===== src/rtl/branch_predictor_pkg.sv =====
// Shared branch type codes and direction-counter encodings.
package branch_predictor_pkg;

  // Branch type codes used by the resolver.
  typedef enum logic [1:0] {
    BRANCH_NONE = 2'b00,
    BRANCH_COND = 2'b01,
    BRANCH_JAL  = 2'b10,
    BRANCH_JALR = 2'b11
  } branch_type_e;

  // 2-bit direction counter encodings; bit 1 set means predict taken.
  localparam logic [1:0] CTR_STRONG_NT = 2'b00;
  localparam logic [1:0] CTR_WEAK_NT   = 2'b01;
  localparam logic [1:0] CTR_WEAK_T    = 2'b10;
  localparam logic [1:0] CTR_STRONG_T  = 2'b11;

endpackage : branch_predictor_pkg


===== src/rtl/branch_predictor_sat_counter2.sv =====
// Pure 2-bit saturating increment/decrement.
module sat_counter2
  import branch_predictor_pkg::*;
(
  input  logic [1:0] ctr,
  input  logic       inc,
  output logic [1:0] ctr_next_c
);

  // Step toward strongly-taken on inc, toward strongly-not-taken otherwise.
  always_comb begin
    ctr_next_c = ctr;
    if (inc) begin
      if (ctr != CTR_STRONG_T) ctr_next_c = ctr + 2'd1;
    end else begin
      if (ctr != CTR_STRONG_NT) ctr_next_c = ctr - 2'd1;
    end
  end

endmodule : sat_counter2


===== src/rtl/branch_predictor.sv =====
// Direct-mapped BTB with 2-bit direction counters and resolve statistics.
module branch_predictor
  import branch_predictor_pkg::*;
#(
  parameter int unsigned XLEN    = 32,
  parameter int unsigned ENTRIES = 16,
  parameter int unsigned STAT_W  = 16
) (
  input  logic              clock,
  input  logic              reset_n,
  input  logic [XLEN-1:0]   lookup_pc,
  output logic              predict_taken,
  output logic [XLEN-1:0]   predict_target,
  output logic              predict_hit,
  input  logic              update_valid,
  input  logic [XLEN-1:0]   update_pc,
  input  logic              update_taken,
  input  logic [XLEN-1:0]   update_target,
  input  logic              update_is_jump,
  input  logic              update_mispredict,
  input  logic              flush_all,
  output logic [STAT_W-1:0] lookup_count,
  output logic [STAT_W-1:0] mispredict_count
);

  localparam int unsigned IDX_W = $clog2(ENTRIES);
  localparam int unsigned TAG_W = XLEN - IDX_W - 2;

  logic [ENTRIES-1:0] valid_q, valid_d;
  logic [TAG_W-1:0]   tag_q    [ENTRIES];
  logic [TAG_W-1:0]   tag_d    [ENTRIES];
  logic [XLEN-1:0]    target_q [ENTRIES];
  logic [XLEN-1:0]    target_d [ENTRIES];
  logic [1:0]         ctr_q    [ENTRIES];
  logic [1:0]         ctr_d    [ENTRIES];
  logic [ENTRIES-1:0] is_jump_q, is_jump_d;
  logic [STAT_W-1:0]  lookup_count_q, lookup_count_d;
  logic [STAT_W-1:0]  mispredict_count_q, mispredict_count_d;

  logic [IDX_W-1:0] lk_idx, up_idx;
  logic [TAG_W-1:0] lk_tag, up_tag;
  logic             up_hit, up_taken;
  logic [1:0]       up_ctr_next;
  logic             unused_pc_lsbs;

  assign lk_idx = lookup_pc[IDX_W+1:2];
  assign lk_tag = lookup_pc[XLEN-1:IDX_W+2];
  assign up_idx = update_pc[IDX_W+1:2];
  assign up_tag = update_pc[XLEN-1:IDX_W+2];
  assign unused_pc_lsbs = ^{lookup_pc[1:0], update_pc[1:0]};

  // Jumps always train as taken.
  assign up_taken = update_taken | update_is_jump;
  assign up_hit   = valid_q[up_idx] && (tag_q[up_idx] == up_tag);

  sat_counter2 u_sat (
    .ctr        (ctr_q[up_idx]),
    .inc        (up_taken),
    .ctr_next_c (up_ctr_next)
  );

  // Zero-latency lookup from registered state only (no write bypass).
  always_comb begin
    predict_hit    = valid_q[lk_idx] && (tag_q[lk_idx] == lk_tag);
    predict_taken  = predict_hit && (is_jump_q[lk_idx] || ctr_q[lk_idx][1]);
    predict_target = predict_taken ? target_q[lk_idx] : lookup_pc + XLEN'(4);
  end

  // Table training; flush wins over a same-cycle update.
  always_comb begin
    valid_d   = valid_q;
    tag_d     = tag_q;
    target_d  = target_q;
    ctr_d     = ctr_q;
    is_jump_d = is_jump_q;
    if (flush_all) begin
      valid_d = '0;
    end else if (update_valid) begin
      if (up_hit) begin
        ctr_d[up_idx] = up_ctr_next;
        if (up_taken) begin
          target_d[up_idx]  = update_target;
          is_jump_d[up_idx] = update_is_jump;
        end
      end else if (up_taken) begin
        valid_d[up_idx]   = 1'b1;
        tag_d[up_idx]     = up_tag;
        target_d[up_idx]  = update_target;
        ctr_d[up_idx]     = update_is_jump ? CTR_STRONG_T : CTR_WEAK_T;
        is_jump_d[up_idx] = update_is_jump;
      end
    end
  end

  // Saturating statistics; flush does not clear them.
  always_comb begin
    lookup_count_d     = lookup_count_q;
    mispredict_count_d = mispredict_count_q;
    if (update_valid && (lookup_count_q != '1))
      lookup_count_d = lookup_count_q + STAT_W'(1);
    if (update_valid && update_mispredict && (mispredict_count_q != '1))
      mispredict_count_d = mispredict_count_q + STAT_W'(1);
  end

  assign lookup_count     = lookup_count_q;
  assign mispredict_count = mispredict_count_q;

  // State registers.
  always_ff @(posedge clock or negedge reset_n) begin
    if (!reset_n) begin
      valid_q            <= '0;
      is_jump_q          <= '0;
      lookup_count_q     <= '0;
      mispredict_count_q <= '0;
      for (int i = 0; i < int'(ENTRIES); i++) begin
        tag_q[i]    <= '0;
        target_q[i] <= '0;
        ctr_q[i]    <= CTR_WEAK_NT;
      end
    end else begin
      valid_q            <= valid_d;
      is_jump_q          <= is_jump_d;
      lookup_count_q     <= lookup_count_d;
      mispredict_count_q <= mispredict_count_d;
      tag_q              <= tag_d;
      target_q           <= target_d;
      ctr_q              <= ctr_d;
    end
  end

endmodule : branch_predictor


===== config.mk =====
export PLATFORM = sky130hd
export DESIGN_NAME = branch_predictor
export DESIGN_NICKNAME = d
export VERILOG_FILES = /design/src/rtl/branch_predictor_pkg.sv /design/src/rtl/branch_predictor_sat_counter2.sv /design/src/rtl/branch_predictor.sv
export SDC_FILE = /design/constraint.sdc
export NUM_CORES = 2
export LEC_CHECK = 0
export CAP_MARGIN = 10
export CORE_MARGIN = 1.5
export CORE_UTILIZATION = 50
export DETAILED_ROUTE_END_ITERATION = 10
export PLACE_DENSITY = 0.66
export SLEW_MARGIN = 15
export SYNTH_ARGS = -nofsm -noshare
export SYNTH_HDL_FRONTEND = slang
export SYNTH_HIERARCHICAL = 1
export SYNTH_SLANG_ARGS = --single-unit

===== constraint.sdc =====
create_clock -name clock -period 6.2 [get_ports clock]
set_input_delay 1.24 -clock clock [delete_from_list [all_inputs] [get_ports clock]]
set_output_delay 1.24 -clock clock [all_outputs]
set_load 0.005 [all_outputs]

==> key figures <==
Die
  • # rows: 118
  • Die area: 0.107 sq mm
  • Die Wd: 327 microns
  • Initial Utilization: 0.506
  • Io pins: 169
  • Die Ht: 327 microns
  • Core outline area: 0.104 sq mm

Logic synthesis
  • Async set-reset flop share out of synthesis: 1.00
  • Synth Cell Area: 0.0525 sq mm
  • Main synth FF type: dfrtp_1
  • Register area share after synthesis: 0.489
  • Ys Warns: 6
  • Mean Syn Cell Area: 14.7 sq um
  • Synth Net Count: 3686
  • Yosys cell types: 75
  • Yosys reg bits: 1024
  • EDFF count, synth: 0
  • Post-Synthesis Cells: 3580

Clock network
  • Root buffer cell: clkbuf_16
  • Worst-Skew Late Latency: 0.72 ns
  • Clock sinks: 1024
  • CTS buffer count: 110
  • Reg clk slew, reported paths: 0.06 ns
  • # Post-CTS Setup Buffers: 0
  • Clock Tree Buf Depth: 3
  • CTS tree: yes
  • H-tree Lvls: 3
  • Cts hold-fix bufs: 0

Route
  • Vias: 32400
  • Detailed Route Iter0 Violations: 2676
  • Post-route DRC: 0
  • Avg WL per Cell: 28.4 microns
  • ANT nets after route: 0
  • Final wirelength: 148 mm
  • First-pass DRT Iterations: 5
  • Vias/cell: 6.24

STA
  • Post-route setup slack: 0.0766 ns
  • Final Max Slew Viols: 0
  • Worst-case clock skew: 0.0450 ns
  • Final Cycle Share: 0.988
  • Minimum clock period after layout: 6.12 ns
  • Final setup vio count: 0
  • RSZ-0062 raised after global routing: false
  • FMAX: 0.163 GHz
  • Worst slew pin tran: 1.11 ns
  • Slew headroom: 0.260
  • Hold Fails Final Rpt: 0
  • Hold slack final: 0.469 ns

Pwr
  • VDD IR max: 0.260 mV
  • Flop pwr share: 0.453
  • Pwr dens: 316 mW/mm^2
  • Psw: 4.97 mW
  • Clock power share: 0.360
  • Combinational power share: 0.187
  • Internal: 14.0 mW
  • Switch share: 0.262
  • Static Leakage: 26.7 nW

Critical path
  • Type of origin of the critical path: primary input
  • Crit end category: primary output
  • Crit path DAT: 4.88 ns
  • RR Endpoint: tag_q[149]
  • R2R setup slack: 2.06 ns
  • Worst R2R Path Depth: 9
  • Crit path kind: in -> out
  • Required @ worst endpoint: 4.96 ns
  • FF-to-FF Start: tag_q[240]
  • Crit path max fanout: 18

Place
  • RePlAce Congestion: 0.899
  • Count of buffers from port buffering: 166
  • Post-Place Cell Area: 0.0561 sq mm
  • Pre-CTS setup slack: -0.0615 ns
  • HPWL after detailed placement: 91.1 mm

Hold path
  • Hold_sp: target_q[167]
  • WHS Endpoint: target_q[167]
  • WHS Path Cells: 2
  • HP Class: reg -> reg

GRT
  • Antenna violations before repair: 7
  • Largest net degree at the start of global routing: 155
  • First-pass GRT wire length: 222 mm
  • Vias in the first global route: 33500
  • GR Overflow Total: 0
  • Overall routing resource usage: 0.278

Cells and area
  • Share of cells above drive strength 1: 0.455
  • Register area: 0.0256 sq mm
  • Filler instances: 8138
  • Final core utilization: 0.579
  • Multi-input logic area: 0.0254 sq mm
  • Area Overhead vs Synth: 14.6%
  • Final-stage net count: 3828
  • Final instance area: 0.0601 sq mm

Run
  • Max cap viols: 0

Run status
  • Outcome: finished clean
registers in the layout (all words and copies together) (netlist names):
signal,cells
lookup_count,16
valid_q,16
is_jump_q,16
tag_q,416
target_q,512
ctr_q,32
mispredict_count,16
placed cells by master, fill, tap and decap left out, types with 40 or more instances in the layout:
| cell | synthesis | final |
|---|---|---|
| dfrtp_1 | 1008 | 1008 |
| mux2_4 | 171 | 171 |
| o21ai_0 | 50 | 49 |
| nor2_1 | 57 | 50 |
| clkbuf_16 | 0 | 113 |
| mux2_2 | 748 | 748 |
| mux2i_1 | 82 | 81 |
| nand2_1 | 273 | 265 |
| buf_4 | 11 | 134 |
| xnor2_1 | 73 | 72 |
| clkdlybuf4s50_1 | 0 | 158 |
| mux4_2 | 373 | 373 |
| a21oi_1 | 45 | 40 |
routing by layer:
layer	wire [microns]	vias to the layer above	GRT usage	share of wire
met5	72	-	0	0.00049
met4	4160	12	0.0795	0.028
met3	10400	255	0.0607	0.070
met2	69000	1003	0.433	0.47
met1	64100	17600	0.397	0.43
li1	-	13600	-	-
through the flow:
step	setup TNS, ns	instances	power (mW)
final	0	5197	19.0
after global routing	0	5194	19.7
after CTS	0	5192	19.1
after detailed placement	-1.09	4988	12.2
after global placement	-0.940	4988	12.1
after floorplan	0	3580	11.0
worst max path at each step:
| stage | from | endpoint | slack, ns | cells after the start |
|---|---|---|---|---|
| floorplan | lookup_pc[2] | predict_target[22] | 0.48 | 14 |
| global placement | lookup_pc[2] | predict_target[3] | -0.05 | 13 |
| detailed placement | lookup_pc[2] | predict_target[6] | -0.06 | 13 |
| CTS | lookup_pc[2] | predict_target[6] | 0.005 | 13 |
| global route | lookup_pc[4] | predict_target[10] | 0.009 | 12 |
| finish | lookup_pc[2] | predict_target[11] | 0.08 | 12 |
Yosys cell counts (all sizes together) (3+ instances only):
cell,instances,share of area
dfrtp,1008,0.48
mux2,919,0.21
mux4,378,0.16
nand2,274,0.020
buf,160,0.019
clkbuf,148,0.011
mux2i,82,0.016
xnor2,73,0.012
nor2,58,0.0042
o21ai,54,0.0052
a21oi,45,0.0043
nand3,38,0.0036
nor2b,38,0.0050
xor2,37,0.0062
inv,27,0.0019
nand4,26,0.0031
nor3,25,0.0024
a211oi,24,0.0034
dfstp,16,0.0080
a21o,13,0.0019
o22ai,12,0.0014
a22oi,11,0.0018
nand2b,11,0.0013
nor4,11,0.0013
and3,10,0.0012
and2,8,0.0012
a31oi,6,0.00072
o21a,6,0.00086
o21ba,6,0.0011
o211a,5,0.00095
or2,4,0.00048
a221oi,3,0.00050
and4,3,0.00050
ha,3,0.00072
nand4b,3,0.00050
nor4b,3,0.00062
o221ai,3,0.00050
power groups by stage:
stage	combinational, mW	clock, mW	sequential (mW)
6_report	3.55	6.82	8.60
5_1_grt	3.81	7.20	8.74
4_1_cts	3.56	6.94	8.58
3_5_place_dp	3.54	0	8.69
3_3_place_gp	3.47	0	8.64
2_1_floorplan	2.54	0	8.43
critical path, cell delays in order:
cell and delay, ns:
buf_12 0.19, mux4_2 0.52, nor2b_1 0.14, a211oi_1 0.26, a21oi_1 0.15, xor2_1 0.22
or4_1 0.54, nor4_2 0.17, and4_4 0.35, clkbuf_16 0.23, mux2_2 0.35, clkdlybuf4s50_1 0.46
kinds of logic (layout without fill, tap and decap cells):
logic type	after synthesis	count (layout)	synth area share
flops	1024	1024	0.489
buf+inv	335	569	0.0317
xor+xnor	110	110	0.0184
other cells	0	3	0
fa+ha+maj	5	5	0.00114
mux	1379	1379	0.388
simple gates	520	520	0.0465
compound gates	207	207	0.0258
area by class of cell:
| class | count | area share |
|---|---|---|
| diodes | 3 | 0.000125 |
| repair buffers | 338 | 0.0572 |
| well taps | 1380 | 0.0287 |
| inverters | 27 | 0.00171 |
| flip-flops and latches | 1024 | 0.427 |
| clock buffers | 168 | 0.0551 |
| multi-input cells | 2221 | 0.422 |
| clock inverters | 36 | 0.00833 |
what timing repair did:
item                       4_1_cts  5_1_grt
cloned                           0        1
pin swaps                        0        4
resized for setup                2       21
setup endpoints to repair       32       33
Power figures use the tool's default switching activity.
